**config.mk**
```make
export PLATFORM = sky130hd
export DESIGN_NAME = staircase_sequencer
export DESIGN_NICKNAME = d
export VERILOG_FILES = /design/src/rtl/staircase_pkg.sv /design/src/rtl/staircase_step_calc.sv /design/src/rtl/staircase_sequencer.sv
export SDC_FILE = /design/constraint.sdc
export NUM_CORES = 1
export LEC_CHECK = 0
export ABC_AREA = 0
export CAP_MARGIN = 20
export CORE_MARGIN = 8
export CORE_UTILIZATION = 40
export CTS_CLUSTER_SIZE = 20
export DETAILED_ROUTE_END_ITERATION = 7
export SYNTH_ARGS = -nofsm -noshare
export SYNTH_HDL_FRONTEND = slang
export SYNTH_SLANG_ARGS = --single-unit
```
**constraint.sdc**
```tcl
create_clock -name clk -period 9.3 [get_ports clk]
set_input_delay 2.325 -clock clk [delete_from_list [all_inputs] [get_ports clk]]
set_output_delay 2.325 -clock clk [all_outputs]
set_load 0.03 [all_outputs]
```
**src/rtl/staircase_pkg.sv**
```systemverilog
// Shared types and constants for the staircase waveform sequencer.
// Imported by the step calculator and the sequencer top.
package staircase_pkg;

    typedef enum logic [1:0] {
        IDLE = 2'd0,
        UP   = 2'd1,
        DOWN = 2'd2,
        DONE = 2'd3
    } state_t;

    localparam logic MODE_THERM = 1'b0;
    localparam logic MODE_LIN   = 1'b1;

    localparam logic SHAPE_SAW  = 1'b0;
    localparam logic SHAPE_TRI  = 1'b1;

    localparam logic DIR_UP     = 1'b0;
    localparam logic DIR_DOWN   = 1'b1;

endpackage

```
**src/rtl/staircase_step_calc.sv**
```systemverilog
// Combinational next-code generator for thermometer or linear steps.
// at_top flags the current code; at_bottom flags a stepped code of 0.
module staircase_step_calc #(
    parameter int WIDTH = 4
) (
    input  logic [WIDTH-1:0] val,
    input  logic             mode,
    input  logic             dir,
    output logic [WIDTH-1:0] next,
    output logic             at_top,
    output logic             at_bottom
);
    import staircase_pkg::*;

    localparam logic [WIDTH-1:0] TOP = {WIDTH{1'b1}};

    // Pick the neighbouring code in the requested direction
    always_comb begin
        next = val;
        unique case (1'b1)
            (dir == DIR_UP) && (mode == MODE_THERM):
                next = {val[WIDTH-2:0], 1'b1};
            (dir == DIR_UP) && (mode == MODE_LIN):
                next = val + 1'b1;
            (dir == DIR_DOWN) && (mode == MODE_THERM):
                next = val >> 1;
            default:
                next = val - 1'b1;
        endcase
    end

    assign at_top    = (val == TOP);
    assign at_bottom = (next == '0);

endmodule

```
**src/rtl/staircase_sequencer.sv**
```systemverilog
// Staircase waveform controller: dwell timer, period counter and FSM.
// Steps are throttled by dac_ready so a slow DAC never misses a code.
module staircase_sequencer #(
    parameter int WIDTH   = 4,
    parameter int DWELL_W = 8,
    parameter int CYC_W   = 8
) (
    input  logic               clk,
    input  logic               rst,
    input  logic               start,
    input  logic               stop,
    input  logic               cfg_mode,
    input  logic               cfg_tri,
    input  logic [DWELL_W-1:0] cfg_dwell,
    input  logic [CYC_W-1:0]   cfg_cycles,
    input  logic               dac_ready,
    output logic [WIDTH-1:0]   val,
    output logic               val_valid,
    output logic               busy,
    output logic               done
);
    import staircase_pkg::*;

    state_t             state;
    logic [DWELL_W-1:0] dwell_cnt;
    logic [CYC_W-1:0]   per_cnt;

    logic               mode_q;
    logic               tri_q;
    logic [DWELL_W-1:0] dwell_q;
    logic [CYC_W-1:0]   cycles_q;

    logic               dir;
    logic [WIDTH-1:0]   calc_next;
    logic               at_top;
    logic               at_bottom;

    logic               saw_wrap;
    logic [WIDTH-1:0]   step_val;
    logic               period_end;
    logic               last_period;
    state_t             adv_state;

    // Triangle turns around at the top; descending continues until 0
    assign dir = (state == DOWN) || ((tri_q == SHAPE_TRI) && at_top);

    staircase_step_calc #(
        .WIDTH (WIDTH)
    ) u_calc (
        .val       (val),
        .mode      (mode_q),
        .dir       (dir),
        .next      (calc_next),
        .at_top    (at_top),
        .at_bottom (at_bottom)
    );

    // Resolve the code, period flags and shape state for an advance
    always_comb begin
        saw_wrap    = (state == UP) && at_top && (tri_q == SHAPE_SAW);
        step_val    = saw_wrap ? '0 : calc_next;
        period_end  = saw_wrap || at_bottom;
        last_period = (cycles_q != '0) &&
                      (CYC_W'(per_cnt + 1'b1) == cycles_q);
        adv_state   = state;
        if (period_end)
            adv_state = UP;
        else if (dir == DIR_DOWN)
            adv_state = DOWN;
        else
            adv_state = UP;
    end

    // Main FSM with registered outputs, counters and config capture
    always_ff @(posedge clk) begin
        if (rst) begin
            state     <= IDLE;
            val       <= '0;
            val_valid <= 1'b0;
            busy      <= 1'b0;
            done      <= 1'b0;
            dwell_cnt <= '0;
            per_cnt   <= '0;
            mode_q    <= MODE_THERM;
            tri_q     <= SHAPE_SAW;
            dwell_q   <= '0;
            cycles_q  <= '0;
        end else begin
            val_valid <= 1'b0;
            done      <= 1'b0;
            unique case (state)
                IDLE: begin
                    if (start && !stop) begin
                        state     <= UP;
                        val       <= '0;
                        val_valid <= 1'b1;
                        busy      <= 1'b1;
                        dwell_cnt <= cfg_dwell;
                        per_cnt   <= '0;
                        mode_q    <= cfg_mode;
                        tri_q     <= cfg_tri;
                        dwell_q   <= cfg_dwell;
                        cycles_q  <= cfg_cycles;
                    end
                end
                UP, DOWN: begin
                    if (stop) begin
                        state     <= IDLE;
                        val       <= '0;
                        val_valid <= 1'b1;
                        busy      <= 1'b0;
                        dwell_cnt <= '0;
                        per_cnt   <= '0;
                    end else if (dwell_cnt != '0) begin
                        dwell_cnt <= dwell_cnt - 1'b1;
                    end else if (dac_ready) begin
                        val       <= step_val;
                        val_valid <= 1'b1;
                        if (period_end && last_period) begin
                            state     <= DONE;
                            done      <= 1'b1;
                            dwell_cnt <= '0;
                            per_cnt   <= '0;
                        end else begin
                            state     <= adv_state;
                            dwell_cnt <= dwell_q;
                            if (period_end && (per_cnt != '1))
                                per_cnt <= per_cnt + 1'b1;
                        end
                    end
                end
                DONE: begin
                    state <= IDLE;
                    val   <= '0;
                    busy  <= 1'b0;
                end
                default: begin
                    state <= IDLE;
                    busy  <= 1'b0;
                end
            endcase
        end
    end

endmodule
```
# After elaboration in Yosys (flattened, before gate mapping)
# Cells that the tools add are included.
[totals] elab_cells=94 output_inout_bits=7 inputBits=23 register_bits=43
[classes] eq_ne=12 n_bitwise=5 n_mux=37 n_reduce_logical=25 add_sub_neg=4
[ops] operator="$mux 8" n=11
[ops] operator="$pmux 8 s2" n=2
[ops] operator="$pmux 4 s3" n=2
[ops] operator="$mux 4" n=5
[ops] operator="$reduce_bool 8->1" n=2
[ops] operator="$mux 2" n=7
[ops] operator="$logic_and 1x1->1" n=10
[ops] operator="$add 8x1->8 const B" n=1
[ops] operator="$eq 8x8->1" n=1
[ops] operator="$ne 4x4->1 const B" n=2
[ops] operator="$ne 8x8->1 const B" n=1
[ops] operator="$sub 8x1->8 const B" n=1
[ops] operator="$mux 1" n=7
[ops] operator="$ne 3x3->1 const B" n=2
[ops] operator="$pmux 2 s3" n=1
[ops] operator="$reduce_and 3->1" n=2
[ops] operator="$not 1->1" n=5
[ops] operator="$reduce_and 5->1" n=1
[ops] operator="$reduce_or 5->1" n=1
[ops] operator="$add 4x1->4 const B" n=1
[ops] operator="$eq 2x2->1 const B" n=2
[ops] operator="$eq 4x4->1 const B" n=1
[ops] operator="$logic_not 4->1" n=1
[ops] operator="$ne 2x2->1 const B" n=2
[ops] operator="other kinds (10)" n=12

# Longest topological paths before layout
[depth] depth_word=15 ltp_mapped=13 mapped_depth_nobuf=12

# Cells and area by module
# A second synthesis with hierarchy kept.
[hier_totals] hier_cells=363 hier_area_um2=2775.2
[by_module_without_submodules] module="staircase_sequencer" area_each_um2=2502.4 instances=1 seq_area_each_um2=860.8 cells_each=326
[by_module_without_submodules] module="staircase_step_calc" area_each_um2=272.8 instances=1 seq_area_each_um2=0.0 cells_each=37

# Least setup slack after synthesis
# OpenSTA, ideal clock, no wires.
[synth_timing] path_kind="input-to-reg" startpoint="input stop" endpoint="register dwell_cnt[1]" required_ns=9.222 slack_ns=5.369 path_stages=7 t_arrival_ns=3.853 setup_ns=0.078 n_path_buf=1 path_cell_list="nand2b_1 nor4_2 a211oi_1 buf_2 o221ai_1 a31oi_1 nor3_1"
[synth_via] elab_chain_len=4 elab_cells_between_ends=7 classes_between="2 x eq/ne; 2 x mux; 3 x reduce/logical"
[synth_rtl] element="from (decl)" line="staircase_sequencer.sv:11" rtl="input logic stop,"
[synth_rtl] element="$logic_not 1->1" line="staircase_sequencer.sv:93" rtl="if (start && !stop) begin"
[synth_rtl] element="$logic_and 1x1->1" line="staircase_sequencer.sv:93"
[synth_rtl] element="$ne 2x2->1 (no source line)"
[synth_rtl] element="$reduce_and 3->1 (no source line)"
[synth_rtl] element="to (signal assigned)" line="staircase_sequencer.sv:98" rtl="dwell_cnt <= cfg_dwell;"
[synth_rtl] element="to (signal assigned)" line="staircase_sequencer.sv:115" rtl="dwell_cnt <= dwell_cnt - 1'b1;"
[synth_rtl] element="to (signal assigned)" line="staircase_sequencer.sv:126" rtl="dwell_cnt <= dwell_q;"
[synth_rtl] element="to (decl)" line="staircase_sequencer.sv:25" rtl="logic [DWELL_W-1:0] dwell_cnt;"
# Parallel ways exist; a longest one is shown, timed or not.
# A chain may end at the register's enable or synchronous reset.

# Worst setup path in the final report
[layout_timing] startpoint="input stop" endpoint="register val[0]"
[layout_via] elab_chain_len=4 elab_cells_between_ends=8 classes_between="3 x eq/ne; 2 x mux; 3 x reduce/logical"
[layout_rtl] element="$logic_not 1->1" line="staircase_sequencer.sv:93"
[layout_rtl] element="$logic_and 1x1->1" line="staircase_sequencer.sv:93"
[layout_rtl] element="$ne 2x2->1 (no source line)"
[layout_rtl] element="$reduce_and 3->1 (no source line)"
[layout_rtl] element="to (signal assigned)" line="staircase_sequencer.sv:117" rtl="val <= step_val;"
[layout_rtl] element="to (decl)" line="staircase_sequencer.sv:17" rtl="output logic [WIDTH-1:0] val,"
# Parallel ways exist; a longest one is shown, timed or not.

==> results.ini <==
[clock_network]
cts_hold_buf = 0
cts_root_buf = clkbuf_8
htreeDepth = 2
numCtsBuffers = 5
post_cts_buffers = 0
cts_num_sinks = 43
clk_path_buf_depth = 2
clk_pin_slew_ns = 0.09
clock_latency_ns = 0.30
postCtsResizedCells = 0
cts_tree = built

[pwr]
combPwrFrac = 0.238
p_per_area_nw_per_um2 = 140.1
intPower_w = 0.0002935
seq_power_share = 0.482
swShare = 0.3165
p_switching_w = 0.0001359
power.leakage_nw = 1.195
peakVddDrop_mv = 0.06427
pwr-share-clk = 0.280

[outcome]
status = finished clean

[synth]
syn_area_um2 = 2650
synth_largest_area_cell = dfxtp_1
avgSynthCellArea_um2 = 8.030
syn-num-nets = 364
yosysUniqueCellTypes = 64
ys_top_cells_by_area = dfxtp_1 32%, nand2_1 7.1%, a21oi_1 5.1%
syn_inst = 330
async_flop_share = 0
synth-seq-cells = 43
synth_top_area_frac = 0.3248
yosysSeqAreaShare = 0.3248
yosysWarningCount = 0
synth-edff-count = 0
ys.flop_type = dfxtp_1

[global_routing]
grt_pass1_vias = 2249
grtUsageTotal = 0.1420
antenna_found_initial = 0
grt_max_degree = 44
grt_overflow_total = 0
grt_pass1_wl_um = 11390

[flow_run]
max_cap_viol_count = 0

[critical_path]
crit_chain = clkdlybuf4s50_1 > nand2b_1 > nor4_2 > nand2_1 > a21oi_1 > and2_1 > a32oi_1 > nor2_1
slowest_stage = nor4_2
worst-path-buf-inv = 1
setup.worst_path.start_class = primary input
reg2reg_from = state[0]$_SDFFE_PP0P_
critPathCaptureType = register
r2r-end = per_cnt[2]$_SDFFE_PP0P_
max_stage_delay_ns = 0.84
regToRegSetupSlack_ns = 5.77
reg2reg_depth = 12
crit_type = in -> reg
critPathArrivalTime_ns = 4.76
critPathMaxFanout = 9
path_delay_family = simple AND/OR/NAND/NOR gates
crit_required_ns = 9.53

[timing]
finalHoldViolations = 0
period_minus_slack_ns = 4.524
slew_viol_final = 0
finClkSkew_ns = 0.01221
post-route-period-util = 0.4865
fmax_mhz = 221.0
rsz0062_at_grt = false
hold_ws_ns = 0.4606
max_slew_margin = 0.3898
tightest_slew_ns = 0.9078
setup_violations = 0
tns_ns = 0

[floorplan]
ioPinCount = 30
initial_core_util = 0.4150
die_area_um2 = 9486
core_um2 = 6386
die_h_um = 97.40
rows = 29
die_w_um = 97.40

[drt]
drc = 0
wl_um = 6716
num_vias = 2388
avgViaCountPerCell = 5.541
drtAntennaViolNets = 0
drtIter0Drc = 142
avgRoutedWirePerCell_um = 15.58
drtPass1Iterations = 4

[min_path]
whs_path_depth = 2
min_to = dwell_q[3]$_SDFFE_PP0P_
hp-class = reg -> reg
min_from = dwell_q[3]$_SDFFE_PP0P_

[finish]
fill_cells = 649
multiInputGateArea_um2 = 1643
syn_to_final_growth_pct = 15.68
num_antenna_cells = 0
drive_above_1_share = 0.05932
layout_commonest_cell = nand2_1
final_cell_mix = 50 x nand2_1, 43 x dfxtp_1, 29 x clkdlybuf4s50_1, 27 x a21oi_1, 23 x nor2_1
nNetsFinal = 387
ff_latch_area_um2 = 860.8
final_core_util = 0.4800

[place]
port_buffers = 29
routabilityCongestion = 0.8318
post-dp-hpwl_um = 4672

[sequential cells by signal, summed over array words and instances, names as in the netlist]
signal / cells
state: 2
done: 1
per_cnt: 8
dwell_q: 8
busy: 1
val: 4
val_valid: 1
tri_q: 1
cycles_q: 8
mode_q: 1
dwell_cnt: 8
[metal layers]
metal | track usage | wire length (um)
met2 | 0.2069 | 2796
met4 | 0.03263 | 51
met1 | 0.2019 | 3564
met3 | 0.03556 | 304
met5 | 0 | 0
[cell type report]
class                   instances  area share
multi-input cells             252      0.5359
inverters                      20     0.02449
flip-flops and latches         43      0.2808
repair buffers                 31     0.09959
clock buffers                   6     0.02367
clock inverters                 2    0.004082
well taps                      77     0.03143
[power by group through the flow]
| stage | clock network (W) | registers, W | logic (W) |
|---|---|---|---|
| after CTS | 0.000123 | 0.000207 | 0.000102 |
| after floorplan | 0 | 0.000210 | 0.0000740 |
| after detailed placement | 0 | 0.000211 | 0.000101 |
| after global routing | 0.000132 | 0.000209 | 0.000114 |
| final | 0.000120 | 0.000207 | 0.000102 |
| after global placement | 0 | 0.000211 | 0.000101 |
[tightest hold or removal path, stage by stage (launching register included)]
cell and delay (ns):
dfxtp_1 0.32, nand2_1 0.05, a21oi_1 0.05
[worst max path at each step]
stage,from,end,slack (ns),cells after the start
2_1_floorplan,stop,dwell_cnt[1]$_SDFFE_PP0P_,5.37,7
3_3_place_gp,stop,val[0]$_SDFFE_PP0P_,4.60,8
3_5_place_dp,stop,val[0]$_SDFFE_PP0P_,4.46,8
4_1_cts,stop,val[0]$_SDFFE_PP0P_,4.76,8
5_1_grt,stop,val[1]$_SDFFE_PP0P_,4.49,8
6_report,stop,val[0]$_SDFFE_PP0P_,4.78,8
[metrics by stage]
step            power, W  area [um^2]  worst slack (ns)  instances
2_1_floorplan  0.0002839         2650             5.369        330
3_3_place_gp   0.0003119         2980             4.599        423
3_5_place_dp   0.0003124         2980             4.460        423
4_1_cts        0.0004321         3065             4.761        431
5_1_grt        0.0004554         3065             4.485        431
6_report       0.0004294         3065             4.776        431
[Yosys cell counts, types with 6 or more instances]
cell      count
o221ai_1      8
nand2_1      50
dfxtp_1      43
xor2_1        7
a21oi_1      27
nor2_1       23
ha_1         10
a31oi_1       7
clkbuf_1      9
nor2b_1       6
nand2b_1      6
inv_1        20
nor3_1       17
xnor2_1      10
nand3_1       7
[cell families after synthesis]
group                      Yosys count  synth area share
adders and majority gates           11           0.05477
AOI/OAI and AO/OA                   80            0.2167
and+or+nand+nor                    137            0.2602
xor gates and xnor gates            18           0.06468
DFF                                 43            0.3248
muxes                                6           0.02361
buffers and inverters               35           0.05524
(Power assumes the default switching activity.)
